## src/rtl/cpu_io_port_pkg.sv

```systemverilog
// Shared constants for the cpu I/O port: register offsets and default decay time.
package cpu_io_port_pkg;

  localparam int unsigned DDR_OFS  = 0;
  localparam int unsigned DATA_OFS = 1;

  // Roughly how long an undriven pin keeps its charge, in clk cycles.
  localparam int unsigned DECAY_CYCLES_DEFAULT = 350000;

endpackage

```

## src/rtl/cpu_io_port_if.sv

```systemverilog
// Core-side and bus-side signals of the I/O port bus register stage.
interface cpu_io_port_if #(
  parameter int unsigned ADDR_W = 16
) ();

  logic              rdy;
  logic [ADDR_W-1:0] cpu_ab_w;
  logic [7:0]        cpu_do_w;
  logic              cpu_we_w;
  logic [7:0]        cpu_di;
  logic [ADDR_W-1:0] mem_ab;
  logic [7:0]        mem_do;
  logic              mem_we;
  logic [7:0]        mem_di;

  // Core and bus environment side.
  modport master (
    output rdy, cpu_ab_w, cpu_do_w, cpu_we_w, mem_di,
    input  cpu_di, mem_ab, mem_do, mem_we
  );

  // The port block itself.
  modport slave (
    input  rdy, cpu_ab_w, cpu_do_w, cpu_we_w, mem_di,
    output cpu_di, mem_ab, mem_do, mem_we
  );

endinterface

```

## src/rtl/cpu_io_port_decay.sv

```systemverilog
// One floating-pin emulator: remembers the last driven level and drops it to 0
// after DECAY_CYCLES clocks without a driver. DECAY_CYCLES=0 holds forever.
module cpu_io_port_decay
  import cpu_io_port_pkg::*;
#(
  parameter int unsigned DECAY_W      = 20,
  parameter int unsigned DECAY_CYCLES = DECAY_CYCLES_DEFAULT
) (
  input  logic clk,
  input  logic reset_n,
  input  logic oe,
  input  logic d,
  output logic q
);

  localparam logic [DECAY_W-1:0] LoadVal = DECAY_W'(DECAY_CYCLES);
  localparam logic [DECAY_W-1:0] LastCnt = DECAY_W'(1);

  logic [DECAY_W-1:0] cnt;
  logic               val;

  // Track the driven level while oe is high; count down once it is released.
  always_ff @(posedge clk or negedge reset_n) begin
    if (!reset_n) begin
      cnt <= '0;
      val <= 1'b0;
    end else if (oe) begin
      val <= d;
      cnt <= LoadVal;
    end else if (cnt != '0) begin
      cnt <= cnt - LastCnt;
      if (cnt == LastCnt) begin
        val <= 1'b0;
      end
    end
  end

  assign q = val;

endmodule

```

## src/rtl/cpu_io_port.sv

```systemverilog
// Processor I/O port with DDR/data registers plus the core-to-bus register stage.
module cpu_io_port
  import cpu_io_port_pkg::*;
#(
  parameter int unsigned       WIDTH        = 6,
  parameter int unsigned       ADDR_W       = 16,
  parameter logic [ADDR_W-1:0] BASE_ADDR    = '0,
  parameter logic [WIDTH-1:0]  DDR_RESET    = '0,
  parameter logic [WIDTH-1:0]  DATA_RESET   = '1,
  parameter int unsigned       DECAY_W      = 20,
  parameter int unsigned       DECAY_CYCLES = DECAY_CYCLES_DEFAULT
) (
  input  logic             clk,
  input  logic             reset_n,
  cpu_io_port_if.slave     bus,
  output logic [WIDTH-1:0] port_out,
  output logic [WIDTH-1:0] port_oe,
  input  logic [WIDTH-1:0] port_in,
  input  logic [WIDTH-1:0] port_float
);

  localparam logic [ADDR_W-1:0] DdrAddr  = BASE_ADDR + ADDR_W'(DDR_OFS);
  localparam logic [ADDR_W-1:0] DataAddr = BASE_ADDR + ADDR_W'(DATA_OFS);

  logic [WIDTH-1:0] ddr;
  logic [WIDTH-1:0] data;
  logic [WIDTH-1:0] sync_meta;
  logic [WIDTH-1:0] sync_in;
  logic [WIDTH-1:0] decay_val;
  logic [WIDTH-1:0] rd;

  // Bus register stage: capture the core's next-cycle request when rdy.
  always_ff @(posedge clk or negedge reset_n) begin
    if (!reset_n) begin
      bus.mem_ab <= '0;
      bus.mem_do <= '0;
      bus.mem_we <= 1'b0;
    end else if (bus.rdy) begin
      bus.mem_ab <= bus.cpu_ab_w;
      bus.mem_do <= bus.cpu_do_w;
      bus.mem_we <= bus.cpu_we_w;
    end
  end

  // Port register writes decode the unregistered address; RAM is written too.
  always_ff @(posedge clk or negedge reset_n) begin
    if (!reset_n) begin
      ddr  <= DDR_RESET;
      data <= DATA_RESET;
    end else if (bus.rdy && bus.cpu_we_w) begin
      if (bus.cpu_ab_w == DdrAddr) begin
        ddr <= bus.cpu_do_w[WIDTH-1:0];
      end
      if (bus.cpu_ab_w == DataAddr) begin
        data <= bus.cpu_do_w[WIDTH-1:0];
      end
    end
  end

  // Two-flop synchroniser for the asynchronous pin levels.
  always_ff @(posedge clk or negedge reset_n) begin
    if (!reset_n) begin
      sync_meta <= '1;
      sync_in   <= '1;
    end else begin
      sync_meta <= port_in;
      sync_in   <= sync_meta;
    end
  end

  for (genvar i = 0; i < WIDTH; i++) begin : g_decay
    cpu_io_port_decay #(
      .DECAY_W      (DECAY_W),
      .DECAY_CYCLES (DECAY_CYCLES)
    ) u_decay (
      .clk     (clk),
      .reset_n (reset_n),
      .oe      (ddr[i]),
      .d       (data[i]),
      .q       (decay_val[i])
    );
  end

  // Per-bit read value: own output, remembered float level, or the pin.
  always_comb begin
    rd = (ddr & data) | (~ddr & port_float & decay_val) | (~ddr & ~port_float & sync_in);
  end

  // Read mux on the registered address; port reads zero-extend.
  always_comb begin
    bus.cpu_di = '0;
    if (bus.mem_ab == DdrAddr) begin
      bus.cpu_di[WIDTH-1:0] = ddr;
    end else if (bus.mem_ab == DataAddr) begin
      bus.cpu_di[WIDTH-1:0] = rd;
    end else begin
      bus.cpu_di = bus.mem_di;
    end
  end

  assign port_out = data;
  assign port_oe  = ddr;

endmodule

```

## src/flat_wrapper.sv

```systemverilog
// flat-port wrapper written by rule: the top's interface ports become plain ports
module cpu_io_port_flat import cpu_io_port_pkg::*;
#(
  parameter int unsigned       WIDTH        = 6,
  parameter int unsigned       ADDR_W       = 16,
  parameter logic [ADDR_W-1:0] BASE_ADDR    = '0,
  parameter logic [WIDTH-1:0]  DDR_RESET    = '0,
  parameter logic [WIDTH-1:0]  DATA_RESET   = '1,
  parameter int unsigned       DECAY_W      = 20,
  parameter int unsigned       DECAY_CYCLES = DECAY_CYCLES_DEFAULT
)
  (clk, reset_n, port_out, port_oe, port_in, port_float, bus_rdy, bus_cpu_ab_w, bus_cpu_do_w, bus_cpu_we_w, bus_mem_di, bus_cpu_di, bus_mem_ab, bus_mem_do, bus_mem_we);
  cpu_io_port_if #(.ADDR_W(ADDR_W)) bus_i ();
  input  logic clk;
  input  logic reset_n;
  output logic [WIDTH-1:0] port_out;
  output logic [WIDTH-1:0] port_oe;
  input  logic [WIDTH-1:0] port_in;
  input  logic [WIDTH-1:0] port_float;
  input wire logic [$bits(bus_i.rdy)-1:0] bus_rdy;
  input wire logic [$bits(bus_i.cpu_ab_w)-1:0] bus_cpu_ab_w;
  input wire logic [$bits(bus_i.cpu_do_w)-1:0] bus_cpu_do_w;
  input wire logic [$bits(bus_i.cpu_we_w)-1:0] bus_cpu_we_w;
  input wire logic [$bits(bus_i.mem_di)-1:0] bus_mem_di;
  output wire logic [$bits(bus_i.cpu_di)-1:0] bus_cpu_di;
  output wire logic [$bits(bus_i.mem_ab)-1:0] bus_mem_ab;
  output wire logic [$bits(bus_i.mem_do)-1:0] bus_mem_do;
  output wire logic [$bits(bus_i.mem_we)-1:0] bus_mem_we;
  assign bus_i.rdy = bus_rdy;
  assign bus_i.cpu_ab_w = bus_cpu_ab_w;
  assign bus_i.cpu_do_w = bus_cpu_do_w;
  assign bus_i.cpu_we_w = bus_cpu_we_w;
  assign bus_i.mem_di = bus_mem_di;
  assign bus_cpu_di = bus_i.cpu_di;
  assign bus_mem_ab = bus_i.mem_ab;
  assign bus_mem_do = bus_i.mem_do;
  assign bus_mem_we = bus_i.mem_we;
  cpu_io_port #(.WIDTH(WIDTH), .ADDR_W(ADDR_W), .BASE_ADDR(BASE_ADDR), .DDR_RESET(DDR_RESET), .DATA_RESET(DATA_RESET), .DECAY_W(DECAY_W), .DECAY_CYCLES(DECAY_CYCLES)) u_core (.clk(clk), .reset_n(reset_n), .bus(bus_i), .port_out(port_out), .port_oe(port_oe), .port_in(port_in), .port_float(port_float));
endmodule
```

## config.mk

```make
export PLATFORM = sky130hd
export DESIGN_NAME = cpu_io_port_flat
export DESIGN_NICKNAME = d
export VERILOG_FILES = /design/src/rtl/cpu_io_port_pkg.sv /design/src/rtl/cpu_io_port_if.sv /design/src/rtl/cpu_io_port_decay.sv /design/src/rtl/cpu_io_port.sv /design/src/flat_wrapper.sv
export SDC_FILE = /design/constraint.sdc
export NUM_CORES = 1
export LEC_CHECK = 0
export ABC_AREA = 1
export CORE_ASPECT_RATIO = 0.75
export CORE_MARGIN = 10
export CORE_UTILIZATION = 45
export DETAILED_ROUTE_END_ITERATION = 16
export PLACE_DENSITY = 0.72
export SLEW_MARGIN = 20
export SYNTH_ARGS = -nofsm -noshare
export SYNTH_HDL_FRONTEND = slang
export SYNTH_HIERARCHICAL = 1
export SYNTH_SLANG_ARGS = --single-unit
```

## constraint.sdc

```tcl
create_clock -name clk -period 1.9 [get_ports clk]
set_input_delay 0.38 -clock clk [delete_from_list [all_inputs] [get_ports clk]]
set_output_delay 0.38 -clock clk [all_outputs]
set_load 0.02 [all_outputs]
```

==> results.cfg, run 1 <==
[cells_and_area]
final_util_pct = 57.1
n_fill_cell = 2093
syn_to_final_growth_pct = 23.0
final_cell_mix = nand2_1, nor2_1, dfrtp_1
drive_above_1_share_pct = 19.0
final_nets = 1629
final_common_cell = nand2_1
stdcell_area_mm2 = 0.0128

[worst_setup_path]
rr_startpoint = u_core/g_decay[5].u_decay/cnt[0]
critPathKind = flop to output port
cp_cell_sequence = nor2_2, nand2_2, nor2_4, nand2_4, nand2_2, nand3_2, nand2_2, buf_6
cp_max_fo = 8
r2r_slack_ps = 210
start_kind = flop
worstPathArrival_ps = 1850
critPathMaxStageDelay_ps = 400
rr_worst_depth = 10
reg2reg_to = u_core/g_decay[5].u_decay/cnt[14]
critical_path.startpoint = u_core/bus.mem_ab[11]
cp-end-kind = output port
crit_top_cell = nand2_2
cp_data_required_time_ps = 1520
cpMaxStageDelayCell = dfrtp_1

[die]
coreArea_mm2 = 0.0223
die_area_mm2 = 0.0296
start_util_pct = 46.4
pin_count = 93
die_x_um = 195
die-height_um = 151
rows = 47

[power_and_ir_drop]
p_sw_share_pct = 42.3
internal_power_mw = 9.76
p_sw_mw = 7.15
peakVddDrop_mv = 0.642
seq_power_share_pct = 38.3
power.density_mw_per_mm2 = 1330
p_comb_share_pct = 40.0
clkPwrFrac_pct = 21.6
power.leakage_nw = 6.45

[clocking]
tritoncts = yes
clk_pin_slew_ps = 70
clock_latency_ps = 440
cts_made_buffers = 17
htreeDepth = 4
clock_path_buffers = 2
cts-root-buf = clkbuf_16
cts.sinks = 175

[grt]
grt_first_pass_wirelength_um = 46300
grt_pass1_vias = 9234
grtUsageTotal_pct = 19.0
gr-total-overflow = 0
grt_max_degree = 66
grt_antenna_before_repair = 1

[detailed_routing]
drtIter0Drc = 677
first_pass_iters = 5
wire_per_inst_um = 14.6
drtAntennaViolNets = 0
drc = 0
wl_um = 27400
num_vias = 9523
routed_via_density = 5.09

[synthesis]
synth_area_leader_cell = dfrtp_1
synth_warnings = 6
post-synth-top-area-fraction_pct = 37.9
syn_area_mm2 = 0.0104
ys_top_cells_by_area = dfrtp_1, nand2_1, nor2_1
yosysUniqueCellTypes = 28
syn_area_per_cell_um2 = 7.39
ys_ff_latch = 175
syn_inst = 1402
ys_async_sr_fraction_pct = 100
synth_enable_flop_cells = 0
yosysSeqAreaShare_pct = 42.5
synth_nets = 1468
ys.flop_type = dfrtp_1

[timing]
hold_violations = 0
slew_headroom_pct = 76.2
worst_pin_slew_ps = 356
period_share_pct = 118
rsz0062_at_grt = true
fin_skew_ps = 11.7
setup_slack_ps = -333
finalSetupViolations = 8
fmax_mhz = 448
fin_crit_ps = 2230
slew_violations = 0

[min_path]
min_delay_path_depth = 1
hp-start = port_in[0]
min_path_type = primary input to flop
hold_path_end = u_core/sync_meta[0]

[placed_design]
dp_slack_ps = -389
place_congestion = 0.947
placed_cell_area_mm2 = 0.0121
dp_hpwl_um = 20900
port_buffers = 92

[job]
drv_cap = 0

[outcome]
violations = setup timing
outcome = finished, violations left
==> sequential cells by signal (all words and copies together), names as in the netlist <==
| name | count |
|---|---|
| u_core/port_out | 6 |
| u_core/bus.mem_ab | 16 |
| u_core/port_oe | 6 |
| u_core/sync_in | 6 |
| u_core/g_decay.u_decay/cnt | 120 |
| u_core/bus.mem_we | 1 |
| u_core/g_decay.u_decay/q | 6 |
| u_core/sync_meta | 6 |
| u_core/bus.mem_do | 8 |
==> power by group through the flow <==
| stage | clock network (mW) | registers, mW | logic [mW] |
|---|---|---|---|
| final | 3.66 | 6.48 | 6.77 |
| after global placement | 0 | 6.47 | 6.52 |
| after detailed placement | 0 | 6.48 | 6.74 |
| after CTS | 3.76 | 6.45 | 6.75 |
| after floorplan | 0 | 6.15 | 5.16 |
| after global routing | 3.91 | 6.67 | 7.78 |
==> stage by stage <==
step / setup TNS, ps / hold WS, ps / instances / power [mW]
after floorplan: 0 / 84.4 / 1402 / 11.3
after global routing: -3030 / 315 / 1870 / 18.4
final: -2300 / 343 / 1871 / 16.9
after detailed placement: -2430 / 285 / 1835 / 13.2
after global placement: -2320 / 287 / 1835 / 13.0
after CTS: -2380 / 325 / 1869 / 17.0
==> layout make-up <==
type,instances,area (um2),area share (%)
antenna,1,2.50,0.0196
clock buffer,17,425,3.34
clock inverter,15,184,1.44
inverter,157,594,4.66
multi-input combinational,1046,5250,41.1
sequential,175,4400,34.5
tap,294,368,2.88
timing repair buffer,166,1530,12.0
==> Yosys cell counts, types with 7 or more instances <==
cell and number:
inv_1 150, dfrtp_1 157, nand2_1 350, ha_1 18, nor2_2 49, o21ai_2 24
a21oi_1 18, or2_2 29, nor2_4 15, nand3b_1 30, nor2_1 242, buf_6 7
buf_2 15, nand4_1 43, nand3_1 141, o21ai_0 22, nand2_2 25, dfstp_2 18
a21o_1 18
==> worst max-delay path: cells and delay by family, from the launching register on <==
| family | cells | cell delay [ps] |
|---|---|---|
| AND/OR/NAND/NOR | 7 | 900 |
| buffers and inverters | 1 | 120 |
| flip-flops | 1 | 400 |
==> logic make-up after synthesis <==
group,count (synthesis),synth area share (%)
xor+xnor,6,0.507
compound gates,82,5.26
simple gates,940,42.3
flops,175,42.5
buf+inv,181,7.25
fa+ha+maj,18,2.17
==> per-layer routing <==
metal | global-route usage [%] | up-vias | part of all wire (%) | routed length [um]
met3 | 6.19 | 21 | 7.7 | 2110
met4 | 4.87 | 0 | 1.2 | 318
li1 | - | 4775 | - | -
met1 | 25.5 | 4455 | 48 | 13100
met5 | 0 | - | 0 | 0
met2 | 29.0 | 272 | 43 | 11800
==> what timing repair did <==
action | in CTS | in global routing
buffers inserted | 1 | 1
gates cloned | 0 | 0
resized for setup | 75 | 10
hold buffers | 1 | 0
setup endpoints to repair | 29 | 13
pin swaps | 8 | 8
hold endpoints to repair | 21 | 0
==> how the worst max path moves through the flow <==
stage / end / depth (start not counted)
2_1_floorplan: bus_cpu_di[4] / 7
3_3_place_gp: bus_cpu_di[0] / 8
3_5_place_dp: bus_cpu_di[1] / 8
4_1_cts: bus_cpu_di[0] / 8
5_1_grt: bus_cpu_di[4] / 8
6_report: bus_cpu_di[4] / 8
No activity file was read; power rests on OpenSTA's default activity.
==> run 2: changes to the inputs <==
- CORE_UTILIZATION: 45 -> 40
- PLACE_DENSITY: 0.72 -> 0.66
==> results.cfg, run 2 (synthesis results as in run 1) <==
[power_and_ir_drop]
power.density_mw_per_mm2 = 1330
peakVddDrop_mv = 0.703
power.leakage_nw = 6.44

[timing]
period_share_pct = 112
finalSetupViolations = 8
worst_pin_slew_ps = 475
rsz0062_at_grt = true
slew_violations = 0
slew_headroom_pct = 68.3
hold_violations = 0
setup_slack_ps = -235
fmax_mhz = 468
fin_crit_ps = 2140
whs_ps = 347
fin_skew_ps = 16.3

[cells_and_area]
largest_register_ffs = 120
regMostFlops = u_core/g_decay.u_decay/cnt
top_regs = u_core/g_decay.u_decay/cnt: 120 flops, u_core/bus.mem_ab: 16 flops, u_core/bus.mem_do: 8 flops
final_common_cell = nand2_1
final_cell_mix = nand2_1, nor2_1, dfrtp_1
syn_to_final_growth_pct = 23.6
final_nets = 1626
drive_above_1_share_pct = 19.2
final_util_pct = 50.8

[detailed_routing]
num_vias = 9474
first_pass_iters = 5
routed_via_density = 4.96
wire_per_inst_um = 14.7
drtAntennaViolNets = 0
wl_um = 28200
drtIter0Drc = 682
drc = 0

[worst_setup_path]
rr_startpoint = u_core/g_decay[1].u_decay/cnt[0]
cp-end-kind = output port
r2r_slack_ps = 150
cp_max_fo = 6
critPathKind = flop to output port
reg2reg_to = u_core/g_decay[1].u_decay/cnt[14]
critical_path.startpoint = u_core/bus.mem_ab[15]
worstPathArrival_ps = 1760
cp_data_required_time_ps = 1520
start_kind = flop
rr_worst_depth = 10

[clocking]
cts_made_buffers = 17
htreeDepth = 4
tritoncts = yes
clk_pin_slew_ps = 70
clock_path_buffers = 2
cts-root-buf = clkbuf_16
clock_latency_ps = 430
cts.sinks = 175

[min_path]
hold_path_end = u_core/sync_meta[2]
min_delay_path_depth = 1
hp-start = port_in[2]
min_path_type = primary input to flop

[die]
die-height_um = 159
rows = 50
coreArea_mm2 = 0.0252
start_util_pct = 41.1
die_area_mm2 = 0.0328
pin_count = 93
die_x_um = 206

[placed_design]
port_buffers = 92
dp_hpwl_um = 21500
place_congestion = 0.924
dp_slack_ps = -402

[job]
drv_cap = 0

[outcome]
outcome = finished, violations left
violations = setup timing

[grt]
grt_antenna_before_repair = 2
grt_pass1_vias = 8845
grt_max_degree = 53
grtUsageTotal_pct = 17.3
gr-total-overflow = 0
grt_first_pass_wirelength_um = 46000
[run 2: final cells by class]
cell class | instances | area, um2
Fill cell | 2419 | 12400
Multi-Input combinational cell | 1046 | 5270
Sequential cell | 175 | 4400
Timing Repair Buffer | 163 | 1490
Inverter | 157 | 594
Clock buffer | 18 | 429
Tap cell | 338 | 423
Clock inverter | 14 | 203
Antenna cell | 1 | 2.50
[run 2: how the worst max path moves through the flow]
stage                    endpoint  slack (ps)  depth (start not counted)
global placement    bus_cpu_di[3]        -390                          8
detailed placement  bus_cpu_di[3]        -400                          8
global route        bus_cpu_di[3]        -360                          8
CTS                 bus_cpu_di[5]        -270                          8
finish              bus_cpu_di[4]        -240                          8
floorplan           bus_cpu_di[4]         240                          7
[run 2: routing by layer]
metal	routed length [um]	part of all wire (%)	vias to the layer above	global-route usage (%)
met4	418	1.5	2	4.30
met5	17	0.060	-	0
met2	12200	43	262	25.2
met1	13600	48	4409	24.1
met3	1950	6.9	32	5.40
li1	-	-	4769	-
[run 2: through the flow]
| step | std cells | total power [mW] | instance area [um2] | TNS (ps) |
|---|---|---|---|---|
| 3_5_place_dp | 1876 | 13.2 | 12100 | -1920 |
| 5_1_grt | 1911 | 18.4 | 12800 | -2540 |
| 2_1_floorplan | 1402 | 11.3 | 10400 | 0 |
| 3_3_place_gp | 1876 | 13.0 | 12100 | -1880 |
| 4_1_cts | 1910 | 17.0 | 12800 | -1970 |
| 6_report | 1912 | 17.0 | 12800 | -1590 |
[run 2: worst max-delay path, stage by stage, from the launching register on]
cell     delay (ps)
dfrtp_1         390
nor2_2          100
nand2_1          90
nor2_4          210
buf_6           190
nand3_1          90
nand3_1          70
nand2_1          60
buf_6           130
[run 2: repair_timing]
item / CTS / global route
resized for setup: 76 / 12
pin swaps: 12 / 13
cloned: 0 / 0
hold buffers: 1 / 0
buffers inserted: 1 / 1
hold endpoints to repair: 40 / 0
setup endpoints to repair: 34 / 11
[run 2: power by group]
part	switching (mW)	internal [mW]
registers	1.50	5.00
logic	4.10	2.64
clock network	1.63	2.13
total	7.23	9.77
